[src/rtl/router_reg_param.sv]
// Router datapath register: header/payload forwarding with running check, length check and a small hold buffer.
// Latency: one cycle input to dout. Backpressure: fifo_full diverts bytes into a SKID_DEPTH-entry hold buffer; overflow drops and flags skid_ovf.
module router_reg_param #(
    parameter int DATA_W     = 8,
    parameter int SKID_DEPTH = 2,
    parameter int CHK_MODE   = 0
) (
    input  logic                              clk,
    input  logic                              reset,
    input  logic                              pkt_valid,
    input  logic [DATA_W-1:0]                 data_in,
    input  logic                              detect_addr,
    input  logic                              lfd_state,
    input  logic                              ld_state,
    input  logic                              laf_state,
    input  logic                              full_state,
    input  logic                              rst_int_reg,
    input  logic                              fifo_full,
    output logic [DATA_W-1:0]                 dout,
    output logic                              dout_valid,
    output logic                              low_pkt_valid,
    output logic                              parity_done,
    output logic                              err,
    output logic                              len_err,
    output logic                              skid_ovf,
    output logic [$clog2(SKID_DEPTH+1)-1:0]   skid_count
);
    localparam int CNT_W = $clog2(SKID_DEPTH + 1);
    localparam int PTR_W = $clog2(SKID_DEPTH);

    logic [DATA_W-1:0] hdr_reg;
    logic [DATA_W-1:0] chk_reg;
    logic [DATA_W-1:0] acc;
    logic [DATA_W-1:0] pay_cnt;
    logic              chk_pending;

    // Each entry carries a flag marking the check byte so parity_done fires when it leaves.
    logic [DATA_W:0]   mem [SKID_DEPTH];
    logic [PTR_W-1:0]  rd_ptr;
    logic [PTR_W-1:0]  wr_ptr;

    logic buf_empty, buf_full, take, pop, direct, push, push_ok, drop;

    function automatic logic [DATA_W-1:0] acc_next(input logic [DATA_W-1:0] a,
                                                  input logic [DATA_W-1:0] x);
        if (CHK_MODE == 0) return a ^ x;
        else               return a + x;
    endfunction

    always_comb begin
        buf_empty = (skid_count == '0);
        buf_full  = (skid_count == CNT_W'(SKID_DEPTH));
        take      = ld_state && !full_state;
        pop       = (laf_state || ld_state) && !fifo_full && !buf_empty && !full_state;
        direct    = take && !fifo_full && buf_empty;
        push      = take && (fifo_full || !buf_empty);
        push_ok   = push && (!buf_full || pop);
        drop      = push && buf_full && !pop;
    end

    always_ff @(posedge clk) begin
        if (push_ok)
            mem[wr_ptr] <= {!pkt_valid, data_in};
    end

    always_ff @(posedge clk) begin
        if (reset) begin
            dout          <= '0;
            dout_valid    <= 1'b0;
            low_pkt_valid <= 1'b0;
            parity_done   <= 1'b0;
            err           <= 1'b0;
            len_err       <= 1'b0;
            skid_ovf      <= 1'b0;
            skid_count    <= '0;
            rd_ptr        <= '0;
            wr_ptr        <= '0;
            hdr_reg       <= '0;
            chk_reg       <= '0;
            acc           <= '0;
            pay_cnt       <= '0;
            chk_pending   <= 1'b0;
        end else begin
            dout_valid <= 1'b0;
            if (lfd_state && !full_state) begin
                dout       <= hdr_reg;
                dout_valid <= 1'b1;
            end else if (pop) begin
                dout       <= mem[rd_ptr][DATA_W-1:0];
                dout_valid <= 1'b1;
                if (mem[rd_ptr][DATA_W])
                    parity_done <= 1'b1;
            end else if (direct) begin
                dout       <= data_in;
                dout_valid <= 1'b1;
                if (!pkt_valid)
                    parity_done <= 1'b1;
            end

            if (push_ok)
                wr_ptr <= wr_ptr + PTR_W'(1);
            if (pop)
                rd_ptr <= rd_ptr + PTR_W'(1);
            skid_count <= skid_count + CNT_W'(push_ok) - CNT_W'(pop);
            if (drop)
                skid_ovf <= 1'b1;

            // acc/chk_reg are stable by now: the check byte itself is never accumulated.
            if (chk_pending) begin
                err     <= (acc != chk_reg);
                len_err <= (pay_cnt != {2'b00, hdr_reg[DATA_W-1:2]});
            end
            chk_pending <= ld_state && !pkt_valid;
            if (ld_state && !pkt_valid)
                chk_reg <= data_in;

            if (lfd_state) begin
                acc <= acc_next(acc, hdr_reg);
            end else if (ld_state && pkt_valid) begin
                acc <= acc_next(acc, data_in);
                if (pay_cnt != '1)
                    pay_cnt <= pay_cnt + DATA_W'(1);
            end

            if (rst_int_reg)
                low_pkt_valid <= 1'b0;
            else if (ld_state && !pkt_valid)
                low_pkt_valid <= 1'b1;

            // A new header wins over every per-packet status update above.
            if (detect_addr && pkt_valid) begin
                hdr_reg     <= data_in;
                acc         <= '0;
                pay_cnt     <= '0;
                parity_done <= 1'b0;
                err         <= 1'b0;
                len_err     <= 1'b0;
                skid_ovf    <= 1'b0;
                chk_pending <= 1'b0;
            end
        end
    end
endmodule
[config.mk]
export PLATFORM = sky130hd
export DESIGN_NAME = router_reg_param
export DESIGN_NICKNAME = d
export VERILOG_FILES = /design/src/rtl/router_reg_param.sv
export SDC_FILE = /design/constraint.sdc
export NUM_CORES = 1
export LEC_CHECK = 0
export CORE_MARGIN = 2
export CORE_UTILIZATION = 54
export CTS_BUF_LIST = sky130_fd_sc_hd__clkbuf_4 sky130_fd_sc_hd__clkbuf_8
export CTS_CLUSTER_SIZE = 24
export DETAILED_ROUTE_END_ITERATION = 8
export HOLD_SLACK_MARGIN = 0.1
export PLACE_DENSITY = 0.86
export SYNTH_ARGS = -nofsm -noshare
export SYNTH_HDL_FRONTEND = slang
export SYNTH_SLANG_ARGS = --single-unit
[constraint.sdc]
create_clock -name clk -period 2.39 [get_ports clk]
set_input_delay 0.3585 -clock clk [delete_from_list [all_inputs] [get_ports clk]]
set_output_delay 0.3585 -clock clk [all_outputs]
set_load 0.02 [all_outputs]
==> results of run 1 <==
==> layer usage <==
layer	routed length, um	track usage, %	vias up
met5	0	0	-
met4	235	12.93	0
met3	363	4.545	24
met2	3450	40.42	103
met1	3034	29.12	1187
li1	-	-	1189
==> cell families after synthesis <==
logic type	count (synthesis)	synth area share, %
xor gates and xnor gates	30	8.599
adders and majority gates	3	1.229
buffers and inverters	20	2.907
and+or+nand+nor	108	18.10
muxes	9	2.949
DFF	70	51.76
AOI/OAI and AO/OA	69	14.46
==> worst max path at each step <==
stage                             start            end  slack, ns  cells past startpoint
after global routing           ld_state  skid_count[1]       0.41                      9
after floorplan           skid_count[1]  skid_count[1]       0.55                      8
final                          ld_state  skid_count[1]       0.50                      9
after CTS                      ld_state  skid_count[1]       0.50                      9
after detailed placement       ld_state  skid_count[1]       0.14                      9
after global placement         ld_state  skid_count[1]       0.25                      9
==> final cells by class <==
type / count / area, um^2
Sequential cell: 70 / 1582
Timing Repair Buffer: 48 / 442.9
Clock buffer: 9 / 123.9
Fill cell: 405 / 1780
Multi-Input combinational cell: 219 / 1385
Tap cell: 72 / 90.09
Inverter: 5 / 18.77
Clock inverter: 7 / 50.05
==> layout by cell type (no fill, tap or decap), types with 2 or more instances in the layout <==
cell	count
clkinvlp_4	3
nand2_1	32
or3_1	4
clkbuf_8	9
dfxtp_1	52
nand4_1	2
mux2i_1	9
nor2b_1	9
ha_1	3
o21ai_0	4
edfxtp_1	18
clkinv_2	2
o31a_1	2
nor4_1	3
nor3_1	3
nand3_1	14
nor2_1	29
a31oi_1	3
o21ai_1	7
inv_1	4
buf_4	15
a21oi_1	25
o21a_1	2
clkdlybuf4s50_1	33
a22oi_1	15
xor2_1	16
xnor2_1	14
a32oi_1	5
==> through the flow <==
step	hold WS, ns	cell area (um^2)	utilization, %	power, W	cells
floorplan	0.4301	3055	-	0.001502	309
global placement	0.4552	3518	64.29	0.001626	414
detailed placement	0.4673	3518	64.29	0.001638	414
CTS	0.4742	3692	67.47	0.002457	430
global route	0.4900	3692	67.47	0.002534	430
finish	0.4704	3692	67.47	0.002450	430
==> tightest hold or removal path: cells and delay by family, from the launching register on <==
kind / cells / cell delay (ns)
DFF: 1 / 0.32
and+or+nand+nor: 1 / 0.05
AOI/OAI and AO/OA: 1 / 0.05
==> power by group through the flow <==
stage / registers (W) / clock network, W / logic (W)
floorplan: 0.00134 / 0 / 0.000162
global placement: 0.00133 / 0 / 0.000294
detailed placement: 0.00133 / 0 / 0.000304
CTS: 0.00131 / 0.000842 / 0.000308
global route: 0.00131 / 0.000888 / 0.000334
finish: 0.00131 / 0.000832 / 0.000309
==> results.yml, run 1 <==
run_status:
  status: "completed"
timing:
  final_hold_viol_count: 0
  fmax_ghz: 0.5287
  final.setup_skew_ns: 0.01045
  worst_slew_pin_slew_ns: 0.5366
  setup-tns-final_ns: 0
  setup_viol: 0
  rsz0062_at_grt: "no"
  setup_ws_ns: 0.4986
  min_period_over_period_pct: 79.14
  period_minus_slack_ns: 1.891
  relSlewSlack_pct: 64.17
  drv_slew: 0
synthesis:
  synth_most_common_cell: "dfxtp_1"
  syn_inst: 309
  ys_seq_elements: 70
  synth.area.top_cells: "dfxtp_1, edfxtp_1, xor2_1"
  seq_area_frac_synth_pct: 51.76
  async_flop_share_pct: 0
  synth_top_area_share_pct: 34.07
  ys.warnings.count: 0
  ys_top_cells_by_count: "dfxtp_1, nand2_1, nor2_1, a21oi_1, edfxtp_1"
  syn_nets: 330
  synth-edff-count: 18
  syn_area_um2: 3055
  syn_avg_cell_area_um2: 9.888
  ys.flop_type: "dfxtp_1"
  synth_cell_types: 46
  synth_top_area_cell: "dfxtp_1"
grt:
  grt_pass1_wl_mm: 11.57
  grt_max_degree: 20
  overflow: 0
  antenna_found_initial: 0
  grt_use_total_pct: 24.05
  grt_pass1_vias: 2447
route:
  wirelength_mm: 7.083
  drc: 0
  viasPerCell: 5.821
  vias: 2503
  first_iter_violations: 205
  first_pass_iters: 5
  wl_per_cell_um: 16.47
  ant_nets: 0
finish:
  largest_register_ff_count: 18
  final_nets: 374
  drive_above_1_share_pct: 10.61
  regMostFlops: "mem"
  antenna_cells: 0
  area_growth_pct: 20.84
job:
  cap_violations: 0
power_and_ir_drop:
  pwr-share-seq_pct: 53.4
  p_leak_nw: 1.294
  clkPwrFrac_pct: 34.0
  pwr-share-comb_pct: 12.6
  switching_share_pct: 27.23
  power.switching_w: 0.0006670
  power_density_nw_per_um2: 663.5
  vdd_drop_max_uv: 483.9
  p_int_w: 0.001783
setup_path:
  cpLargestDelayFamily: "buffers and inverters"
  critPathLaunchType: "primary input"
  cpMostUsedCell: "ha_1"
  worstReg2RegStart: "skid_count[1]"
  crit_arrival_ns: 2.13
  crit_path_max_incr_delay_ns: 0.58
  reg2reg_setup_slack_ns: 0.63
  crit_type: "primary input to flip-flop"
  r2r_cells: 8
  cp_cell_sequence: "clkdlybuf4s50_1 -> nor2b_1 -> o21ai_1 -> ha_1 -> inv_1 -> ha_1 -> xor2_1 -> xnor2_1 -> nor2_1"
  cp_num_buf_inv: 2
  worstReg2RegEnd: "skid_count[1]"
  crit_path_max_fanout: 7
  slowest_stage: "clkdlybuf4s50_1"
  crit_required_ns: 2.62
  endpoint_kind: "flip-flop"
min_path:
  hold_class: "flip-flop to flip-flop"
  min_from: "chk_reg[1]"
  hold_depth: 2
  holdPathEnd: "chk_reg[1]"
placement:
  place_ws_ns: 0.1434
  dp_hpwl_mm: 5.006
  numPortBuffers: 33
  gp_congestion: 0.8597
die:
  pin_count: 34
  die_x_um: 79.22
  die_h_um: 79.22
  start_util_pct: 55.83
  die-area_um2: 6276
  rows: 27
  core-area_um2: 5473
cts:
  clkLatencyLatePin_ns: 0.35
  cts_setup_buffers: 0
  cts_tree: "yes"
  cts_made_buffers: 9
  htreeDepth: 3
  clockBufferDepth: 2
  postCtsResizedCells: 0
  cts_hold_buffers: 0
  clock-root-buffer: "clkbuf_8"
  clk_pin_slew_ns: 0.07
  cts_sinks: 70
Note: power is estimated with default switching activity, not from simulation.
==> inputs of run 2 (changes only) <==
clock period = 1.9 ns   (was 2.39 ns; I/O delays follow)
==> results.yml, run 2 (same netlist as run 1, synthesis figures left out) <==
run_status:
  status: "completed"
route:
  first_pass_iters: 5
  first_iter_violations: 255
  ant_nets: 0
  vias: 2599
  viasPerCell: 5.827
  drc: 0
  wirelength_mm: 7.774
  wl_per_cell_um: 17.43
setup_path:
  slowest_stage: "clkdlybuf4s50_1"
  endpoint_kind: "flip-flop"
  crit_cells: 9
  crit_required_ns: 2.15
  cpLargestDelayFamily: "buffers and inverters"
  r2r_cells: 8
  crit_path_max_incr_delay_ns: 0.51
  crit_path_max_fanout: 3
  crit_type: "primary input to flip-flop"
  cp_num_buf_inv: 2
  critPathLaunchType: "primary input"
  crit_arrival_ns: 2.03
  cpMostUsedCell: "ha_1"
  cp_cell_sequence: "clkdlybuf4s50_1 -> nor2b_1 -> o21ai_1 -> ha_1 -> inv_1 -> ha_1 -> xor2_2 -> xnor2_1 -> nor2_1"
finish:
  postLayoutCellArea_um2: 3887
  largest_register_ff_count: 18
  area_growth_pct: 27.23
  final_nets: 390
  antenna_cells: 0
  fin_util_pct: 71.03
  mostFrequentLayoutCell: "dfxtp_1"
  mostFrequentLayoutCells: "dfxtp_1, clkdlybuf4s50_1, nand2_1"
  instances_no_fill: 446
  regMostFlops: "mem"
  drive_above_1_share_pct: 14.97
grt:
  grt_pass1_wl_mm: 12.59
  grt_pass1_vias: 2580
  grt_use_total_pct: 26.46
  overflow: 0
  grt_max_degree: 19
  antenna_found_initial: 0
timing:
  period_minus_slack_ns: 1.783
  setup-tns-final_ns: 0
  worst_slew_pin_slew_ns: 0.5797
  drv_slew: 0
  min_period_over_period_pct: 93.83
  rsz0062_at_grt: "no"
  final.setup_skew_ns: 0.009268
  final_hold_viol_count: 0
  relSlewSlack_pct: 61.30
  setup_viol: 0
  fmax_ghz: 0.5609
die:
  core-area_um2: 5473
  die_x_um: 79.22
  die_h_um: 79.22
  die-area_um2: 6276
  rows: 27
  pin_count: 34
  start_util_pct: 55.83
cts:
  clk_pin_slew_ns: 0.08
  clock-root-buffer: "clkbuf_8"
  clkLatencyLatePin_ns: 0.35
  cts_made_buffers: 9
  cts_setup_buffers: 0
  clockBufferDepth: 2
  cts_sinks: 70
  htreeDepth: 3
  cts_tree: "yes"
power_and_ir_drop:
  pwr-share-comb_pct: 13.0
  vdd_drop_max_uv: 362.7
  clkPwrFrac_pct: 38.8
  p_leak_nw: 1.404
  pwr-share-seq_pct: 48.2
  power_density_nw_per_um2: 876.2
  switching_share_pct: 25.41
  power.switching_w: 0.0008655
  p_int_w: 0.002541
job:
  cap_violations: 0
min_path:
  hold_class: "flip-flop to flip-flop"
  hold_depth: 2
placement:
  gp_congestion: 0.9383
  numPortBuffers: 33
  place_area_um2: 3651
  dp_hpwl_mm: 5.391
  dp_cells: 430
## run 2: cell count changes in the layout (fill, tap and decap cells not counted), moves of 2 or more
cell        change
clkinvlp_4      -2
clkinv_4        +2
bufinv_16       +2
buf_4          +15
## run 2: worst paths after layout
check                                    from  slack [ns]            end
worst max-delay path                 ld_state        0.12  skid_count[1]
worst min-delay path               chk_reg[2]        0.48     chk_reg[2]
worst max register to register  skid_count[1]        0.17  skid_count[1]
worst min register to register     chk_reg[2]        0.48     chk_reg[2]
## run 2: through the flow
step	total power (W)	setup WS [ns]	hold WS, ns
6_report	0.003406	0.1173	0.4762
5_1_grt	0.003525	0.02421	0.4870
4_1_cts	0.003399	0.1372	0.4775
3_5_place_dp	0.002099	-0.2244	0.4680
3_3_place_gp	0.002085	-0.08553	0.4555
2_1_floorplan	0.001889	0.06445	0.3643
## run 2: layer usage
layer	routed length, um	track usage [%]	part of all wire (%)
met5	0	0	0
met4	225	15.17	2.9
met3	556	4.318	7.2
met2	3786	42.12	49
met1	3204	34.09	41
## run 2: worst min-delay path, cell delays in order, from the launching register on
cell and delay [ns]:
dfxtp_1 0.32, nand2_1 0.05, a21oi_1 0.06
## run 2: layout make-up
cell class,instances,area [um^2]
multi-input combinational,219,1399
inverter,5,18.77
timing repair buffer,64,575.6
tap,72,90.09
clock buffer,9,123.9
sequential,70,1582
clock inverter,7,98.84
fill,371,1585
## run 2: power by group through the flow
stage | Sequential (W) | Combinational [W] | Clock (W)
3_5_place_dp | 0.00167 | 0.000426 | 0
2_1_floorplan | 0.00169 | 0.000204 | 0
4_1_cts | 0.00164 | 0.000434 | 0.00133
3_3_place_gp | 0.00167 | 0.000416 | 0
5_1_grt | 0.00165 | 0.000475 | 0.00140
6_report | 0.00164 | 0.000443 | 0.00132
## run 2: timing repair
action                                  4_1_cts  5_1_grt
endpoints found under the setup margin        0        1
hold buffers                                  0        0
resized for setup                             0        2
==> inputs of run 3 (changes only) <==
CORE_ASPECT_RATIO = 1.2   (was not set)
HOLD_SLACK_MARGIN = 0.06   (was 0.1)
==> results.yml, run 3 (same netlist as run 1, synthesis figures left out) <==
timing:
  relSlewSlack_pct: 64.39
  fmax_ghz: 0.5775
  final_hold_viol_count: 0
  period_minus_slack_ns: 1.731
  min_period_over_period_pct: 91.13
  final.setup_skew_ns: 0.009782
  setup_ws_ns: 0.1685
  drv_slew: 0
  rsz0062_at_grt: "no"
  worst_slew_pin_slew_ns: 0.5334
  setup-tns-final_ns: 0
  hold_ws_ns: 0.4693
  setup_viol: 0
setup_path:
  cpLargestDelayFamily: "buffers and inverters"
  reg2reg_setup_slack_ns: 0.22
  r2r_cells: 8
  critPathLaunchType: "primary input"
  worstReg2RegEnd: "skid_count[1]"
  crit_cells: 9
  cp_cell_sequence: "clkdlybuf4s50_1 -> nor2b_1 -> o21ai_1 -> ha_1 -> inv_1 -> ha_1 -> xor2_1 -> xnor2_1 -> nor2_1"
  crit_path_max_fanout: 3
  crit_required_ns: 2.15
  cpMostUsedCell: "ha_1"
  cp_num_buf_inv: 2
  worstReg2RegStart: "skid_count[1]"
  slowest_stage: "clkdlybuf4s50_1"
  endpoint_kind: "flip-flop"
  crit_arrival_ns: 1.98
  crit_path_max_incr_delay_ns: 0.50
  crit_type: "primary input to flip-flop"
finish:
  fillCellCount: 418
  drive_above_1_share_pct: 15.12
  area_growth_pct: 26.95
  largest_register_ff_count: 18
  final_nets: 393
  mostFrequentLayoutCells: "dfxtp_1, buf_4, clkdlybuf4s50_1"
  seqCellArea_um2: 1582
  antenna_cells: 0
  regMostFlops: "mem"
  mostFrequentLayoutCell: "dfxtp_1"
  multiInputGateArea_um2: 1385
route:
  vias: 2563
  first_pass_iters: 4
  wl_per_cell_um: 17.24
  first_iter_violations: 206
  ant_nets: 0
  viasPerCell: 5.812
  drc: 0
  wirelength_mm: 7.602
grt:
  grt_pass1_vias: 2603
  grt_max_degree: 14
  antenna_found_initial: 0
  grt_use_total_pct: 25.70
  overflow: 0
  grt_pass1_wl_mm: 12.26
placement:
  place_ws_ns: -0.1783
  gp_congestion: 0.8836
  dp_hpwl_mm: 5.459
  numPortBuffers: 33
cts:
  cts_sinks: 70
  clk_pin_slew_ns: 0.07
  cts_hold_buffers: 0
  cts_setup_buffers: 0
  clkLatencyLatePin_ns: 0.36
  cts_tree: "yes"
  htreeDepth: 3
  cts_made_buffers: 9
  postCtsResizedCells: 0
  clockBufferDepth: 2
  clock-root-buffer: "clkbuf_8"
power_and_ir_drop:
  power_density_nw_per_um2: 888.7
  p_leak_nw: 1.423
  vdd_drop_max_uv: 457.2
run_status:
  status: "completed"
die:
  pin_count: 34
  die_x_um: 72.67
  die-area_um2: 6278
  die_h_um: 86.40
  rows: 30
  start_util_pct: 55.00
  core-area_um2: 5555
min_path:
  min_from: "chk_reg[1]"
  hold_depth: 2
  hold_class: "flip-flop to flip-flop"
  holdPathEnd: "chk_reg[1]"
job:
  cap_violations: 0
-- run 3: report_power, final --
group | switching, W | internal [W]
Combinational | 0.000233 | 0.000207
Clock | 0.000578 | 0.000792
Sequential | 0.0000458 | 0.00159
-- run 3: worst max path at each step --
stage                    end  slack, ns     startpoint
2_1_floorplan  skid_count[1]       0.06  skid_count[1]
3_3_place_gp   skid_count[1]      -0.09      fifo_full
3_5_place_dp   skid_count[1]      -0.18       ld_state
4_1_cts        skid_count[1]       0.16  skid_count[1]
5_1_grt        skid_count[1]       0.04       ld_state
6_report       skid_count[1]       0.17       ld_state
-- run 3: layer usage --
layer	global-route usage [%]	vias up	share of wire, %
met5	0	-	0
met4	14.31	0	1.9
met3	5.000	16	5.9
met2	43.55	88	52
met1	30.19	1232	40
li1	-	1227	-
-- run 3: through the flow --
step	total power [W]	std cells	util, %	cell area, um^2
final	0.003447	441	69.82	3879
after global routing	0.003543	441	69.82	3879
after CTS	0.003445	441	69.82	3879
after detailed placement	0.002106	425	65.72	3651
after global placement	0.002088	425	65.72	3651
after floorplan	0.001889	309	-	3055
-- run 3: worst min-delay path: stages (launching register included) --
cell and delay (ns):
dfxtp_1 0.32, nand2_1 0.05, a21oi_1 0.05
-- run 3: layout make-up --
| type | count | area share, % |
|---|---|---|
| Clock buffer | 11 | 3.742 |
| Clock inverter | 5 | 2.129 |
| Inverter | 5 | 0.4839 |
| Multi-Input combinational cell | 219 | 35.71 |
| Sequential cell | 70 | 40.77 |
| Tap cell | 64 | 2.065 |
| Timing Repair Buffer | 67 | 15.10 |
==> edit 1, RTL diff (flow settings as in run 1) <==
Put one more register stage on the output `skid_ovf`, with the module's reset. The value now appears one clock later. The other outputs are not delayed to match. Comments in the files are not updated.
--- a/src/rtl/router_reg_param.sv
+++ b/src/rtl/router_reg_param.sv
@@ -28,4 +28,6 @@
     localparam int CNT_W = $clog2(SKID_DEPTH + 1);
     localparam int PTR_W = $clog2(SKID_DEPTH);
+
+    logic skid_ovf_s0;
 
     logic [DATA_W-1:0] hdr_reg;
@@ -72,5 +74,5 @@
             err           <= 1'b0;
             len_err       <= 1'b0;
-            skid_ovf      <= 1'b0;
+            skid_ovf_s0   <= 1'b0;
             skid_count    <= '0;
             rd_ptr        <= '0;
@@ -104,5 +106,5 @@
             skid_count <= skid_count + CNT_W'(push_ok) - CNT_W'(pop);
             if (drop)
-                skid_ovf <= 1'b1;
+                skid_ovf_s0 <= 1'b1;
 
             // acc/chk_reg are stable by now: the check byte itself is never accumulated.
@@ -136,8 +138,16 @@
                 err         <= 1'b0;
                 len_err     <= 1'b0;
-                skid_ovf    <= 1'b0;
+                skid_ovf_s0 <= 1'b0;
                 chk_pending <= 1'b0;
             end
         end
     end
+    always_ff @(posedge clk) begin
+        if (reset) begin
+            skid_ovf <= '0;
+        end else begin
+            skid_ovf <= skid_ovf_s0;
+        end
+    end
+
 endmodule
Behaviour: not the same (Yosys sat finds a counterexample within 4 cycles, from zero or initial values and one cycle with reset high).
==> edit 1 against run 1 <==
Fmax fell by 2.3%; first-iteration DRC count rose by 29%; sequential cell count rose by 1; setup slack got worse by 0.044 ns; non-clock buffer count fell by 3; combinational power fell by 1%; final area rose by 0.88%; register-to-register slack got worse by 0.18 ns; wire length rose by 2.1%; power rose by 21%; area after synthesis fell by 1.2%; critical path depth fell by 1; count of clock-buffer cells in the layout did not move.
==> edit 1: results (changes against run 1) <==
STA
  – Clock Skew: 0.00534 ns (-0.00511 ns)
  – Slew @ Worst Pin: 0.635 ns (+0.0985 ns)

CTS
  – Clk slew on worst S/H paths: 0.07 ns (about the same)
  – Post-CTS Setup Bufs: 0 (unchanged)
  – CTS max path bufs: 2 (unchanged)

Drt
  – Routed length on met3: 501 microns (+38%)
  – Vias per inst: 5.86 (+0.71%)
  – DR pass1 iterations: 4 (-1)
  – Drt first-iter violations: 265 (+29%)
  – WL final: 7230 microns (+2.1%)
  – Metal2 WL: 3520 microns (+2.1%)
  – Routed length on met1: 2940 microns (-3.2%)

Placed design
  – GPL Wtd Cong: 0.858 (-0.26%)
  – HPWL after detailed placement: 4930 microns (-1.5%)
  – Dpl ws: 0.178 ns (+0.0342 ns)

Min path
  – Hold path start: chk_reg[0]
  – Endpoint, Worst Hold: chk_reg[0]

GRT
  – Vias in the first global route: 2518 (+2.9%)
  – Overall Global Routing Usage: 25.8% (+1.7 points)
  – Largest net degree at the start of global routing: 27 (+35%)
  – M1 GR Usage: 30.1% (+0.96 points)
  – GR Layer Usage met2: 43.7% (+3.3 points)
  – First-pass GRT wire length: 12200 microns (+5.0%)
  – Met3 Resource Use GR: 6.93% (+2.4 points)

Logic synthesis
  – Post-synth net total: 317 (-3.9%)
  – Area contributors post-synth: dfxtp_1, edfxtp_1, xor2_1
  – XOR/XNOR Fraction of Synth Area: 8.41% (-0.19 points)
  – Post-Synth Adder-Cell Area: 1.24% (+0.015 points)
  – YS warnings: 0 (unchanged)
  – Sequential share of the synthesized area: 53.0% (+1.3 points)
  – EDFF count, synth: 18 (unchanged)
  – Synth cell count leaders: dfxtp_1, nand2_1, a21oi_1, nor2_1, edfxtp_1
  – Mux share of post-synthesis cell area: 4.02% (+1.1 points)
  – Compound-Gate Fraction of Synth Area: 16.0% (+1.6 points)
  – Netlist cell types: 42 (-8.7%)

Outcome
  – Outcome: finished, final reports clean

Power
  – Leak Pwr: 1.35 nW (+4.0%)
  – Peak VDD IR: 0.000514 V (+6.1%)
  – Total internal power: 2.31 mW (+30%)

Final layout
  – Largest Register: mem
  – Nets@finish: 358 (-4.3%)
  – Share of layout cells above drive strength 1: 9.65% (-0.97 points)

Setup path
  – Crit path DAT: 2.17 ns (+0.04 ns)
  – Critical path peak fanout: 9 (+2)
  – Worst R2R End: skid_count[1]
  – Reg2reg setup slack: 0.45 ns (-0.18 ns)
  – Worst R2R Start: skid_count[1]
==> edit 1: final cells by class <==
cell class	count	area [sq um]	share of cell area, %
sequential	71	1600	43.0
inverter	6	22.5	0.605
multi-input combinational	204	1310	35.1
clock buffer	9	124	3.33
timing repair buffer	45	420	11.3
tap	72	90.1	2.42
clock inverter	7	159	4.27
==> edit 1: through the flow <==
step | cell area (sq um) | instances | hold slack [ns]
2_1_floorplan | 3020 | 296 | 0.429
3_3_place_gp | 3440 | 398 | 0.455
3_5_place_dp | 3440 | 398 | 0.462
4_1_cts | 3720 | 414 | 0.474
5_1_grt | 3720 | 414 | 0.490
6_report | 3720 | 414 | 0.469
==> edit 1: kinds of logic after synthesis <==
group,after synthesis
simple gates,89
buf+inv,21
mux,12
compound gates,71
fa+ha+maj,3
xor+xnor,29
flops,71
==> edit 1: how the worst max path moves through the flow <==
stage,from,to,slack (ns),cells after the start
2_1_floorplan,skid_count[1],skid_count[1],0.39,10
3_3_place_gp,fifo_full,skid_count[1],0.26,9
3_5_place_dp,fifo_full,skid_count[1],0.18,9
4_1_cts,skid_count[1],skid_count[1],0.47,8
5_1_grt,skid_count[1],skid_count[1],0.34,8
6_report,skid_count[1],skid_count[1],0.45,8
==> edit 1: worst max-delay path, stage by stage (launching register included) <==
cell     delay [ns]
dfxtp_1        0.45
or2_1          0.35
and3_4         0.25
ha_1           0.22
inv_1          0.05
ha_1           0.14
xor2_1         0.17
xnor2_1        0.14
nor2_1         0.05
==> edit 1: power groups by stage <==
stage          clock network [mW]  logic (mW)  registers [mW]
6_report                     1.34       0.305            1.32
5_1_grt                      1.41       0.333            1.33
4_1_cts                      1.35       0.303            1.32
3_5_place_dp                    0       0.298            1.35
3_3_place_gp                    0       0.286            1.35
2_1_floorplan                   0       0.172            1.35
==> edit 2, RTL diff (config.mk and constraints of run 1) <==
Made on the original files. The parameter `CHK_MODE` goes from 0 to 1.
--- a/src/rtl/router_reg_param.sv
+++ b/src/rtl/router_reg_param.sv
@@ -4,5 +4,5 @@
     parameter int DATA_W     = 8,
     parameter int SKID_DEPTH = 2,
-    parameter int CHK_MODE   = 0
+    parameter int CHK_MODE   = 1
 ) (
     input  logic                              clk,
Formal check against the unedited RTL: not equivalent (Yosys sat finds a counterexample within 10 cycles, from zero or initial values and one cycle with reset high).
==> edit 2 against run 1 <==
Sequential cell count stayed put; combinational power is 39% higher; count of clock-buffer cells in the layout is 1 higher; worst hold slack worse by 0.018 ns; clock power is 14% higher; critical path depth stayed put; area after synthesis is 6.2% higher; setup slack worse by 0.40 ns; global-route usage is 2.6 points higher; final area is 12% higher; wire length is 16% higher; power is 10% higher; critical path type unchanged; highest routed layer unchanged.
==> edit 2: results (changes against run 1) <==
Logic synthesis
  – Synth cell count leaders: dfxtp_1, nand2_1, a21oi_1
  – Mux share of post-synthesis cell area: 6.13% (+3.2 points)
  – XOR/XNOR Fraction of Synth Area: 7.02% (-1.6 points)
  – Netlist cell types: 42 (-8.7%)
  – Compound-Gate Fraction of Synth Area: 13.9% (-0.57 points)
  – Post-Synth Adder-Cell Area: 4.47% (+3.2 points)
  – Post-synth net total: 368 (+12%)
  – Area contributors post-synth: dfxtp_1, edfxtp_1, a21oi_1
  – EDFF count, synth: 18 (unchanged)
  – Sequential share of the synthesized area: 48.7% (-3.0 points)
  – Mapped Cells: 339 (+9.7%)
  – Fraction of registers with async set/reset: 0% (unchanged)

Final layout
  – Post-route cell area: 0.00414 sq mm (+12%)
  – Clock buffer count: 10 (+1)
  – Largest register FFs: 18 (unchanged)
  – Buffers excl. clock: 77 (+60%)
  – Multi-input combinational area share: 37.9% (+0.40 points)
  – Seq area share: 38.2% (-4.6 points)
  – Fill count: 385 (-4.9%)
  – Nets@finish: 442 (+18%)
  – Share of layout cells above drive strength 1: 17.0% (+6.4 points)
  – Nonclk inv count: 10 (+5)
  – Final non-clock buffer share: 15.9% (+3.9 points)
  – Post-Layout Cell Count: 493 (+15%)
  – #MultiIn Comb: 245 (+12%)
  – Clock network area share: 4.69% (-0.020 points)

Drt
  – Vias per inst: 5.74 (-1.4%)
  – WL final: 8190 microns (+16%)
  – Drt first-iter violations: 323 (+58%)

Placed design
  – Placed insts: 477 (+15%)
  – Dpl ws: -0.538 ns (-0.681 ns)
  – HPWL after detailed placement: 6010 microns (+20%)
  – GPL Wtd Cong: 0.865 (+0.56%)
  – Port-buffer cells: 33 (unchanged)
  – Placed cell area: 0.00394 sq mm (+12%)

Setup path
  – Critical path peak fanout: 2 (-5)
  – CP delay by family, top: compound AO/OA/AOI/OAI gates
  – CP peak stage delay: 0.48 ns (-0.10 ns)
  – Crit path DAT: 2.57 ns (+0.44 ns)

Power
  – Seq group: 1.32 mW
  – Leak Pwr: 1.62 nW (+25%)
  – Logic gate share of total power: 15.9% (+3.3 points)
  – Peak VDD IR: 0.000412 V (-15%)
  – Total internal power: 1.97 mW (+10%)
  – Sw Share: 27.1% (-0.16 points)

CTS
  – Clock Tree Root: clkbuf_8
  – Clock sinks: 70 (unchanged)
  – Post-cts repair resize count: 1 (+1)
  – CTS buffer count: 9 (unchanged)
  – Clk slew on worst S/H paths: 0.07 ns (about the same)
  – CTS max path bufs: 2 (unchanged)

GRT
  – Number of antenna violations at the first check in global routing: 0 (unchanged)
  – Vias in the first global route: 2757 (+13%)
  – Largest net degree at the start of global routing: 19 (-5.0%)
  – First-pass GRT wire length: 13400 microns (+16%)
  – Overall Global Routing Usage: 26.7% (+2.6 points)

Min path
  – Worst hold path class: reg2reg

STA
  – Max_slew headroom: 66.4% (+2.2 points)
  – Clock Skew: 0.0135 ns (+0.00301 ns)

Outcome
  – Outcome: finished, final reports clean
-- edit 2: cell count changes after synthesis, sizes merged, moves of 7 or more --
cell / run 1 / this run
nor3: 4 / 13
a21oi: 25 / 33
nand2: 32 / 44
a22oi: 15 / 1
a221oi: 0 / 7
mux2: 0 / 7
ha: 3 / 10
-- edit 2: worst paths after layout --
path               from  endpoint  slack, ns  depth (start not counted)
max          data_in[1]    acc[7]        0.1                          9
min             dout[0]   dout[0]       0.45                          2
max reg2reg  hdr_reg[2]    acc[7]       0.27                          7
min reg2reg     dout[0]   dout[0]       0.45                          2
-- edit 2: kinds of logic after synthesis --
| kind of cell | count (synthesis) |
|---|---|
| compound gates | 71 |
| simple gates | 118 |
| flops | 70 |
| xor+xnor | 26 |
| buf+inv | 24 |
| fa+ha+maj | 11 |
| mux | 19 |
-- edit 2: metal layers --
metal  GRT usage (%)  wire length [microns]  vias up
met5               0                      0        -
met4            11.9                    149        0
met3            5.60                    475       21
met2            45.5                   4130       98
met1            32.3                   3440     1348
li1                -                      -     1363
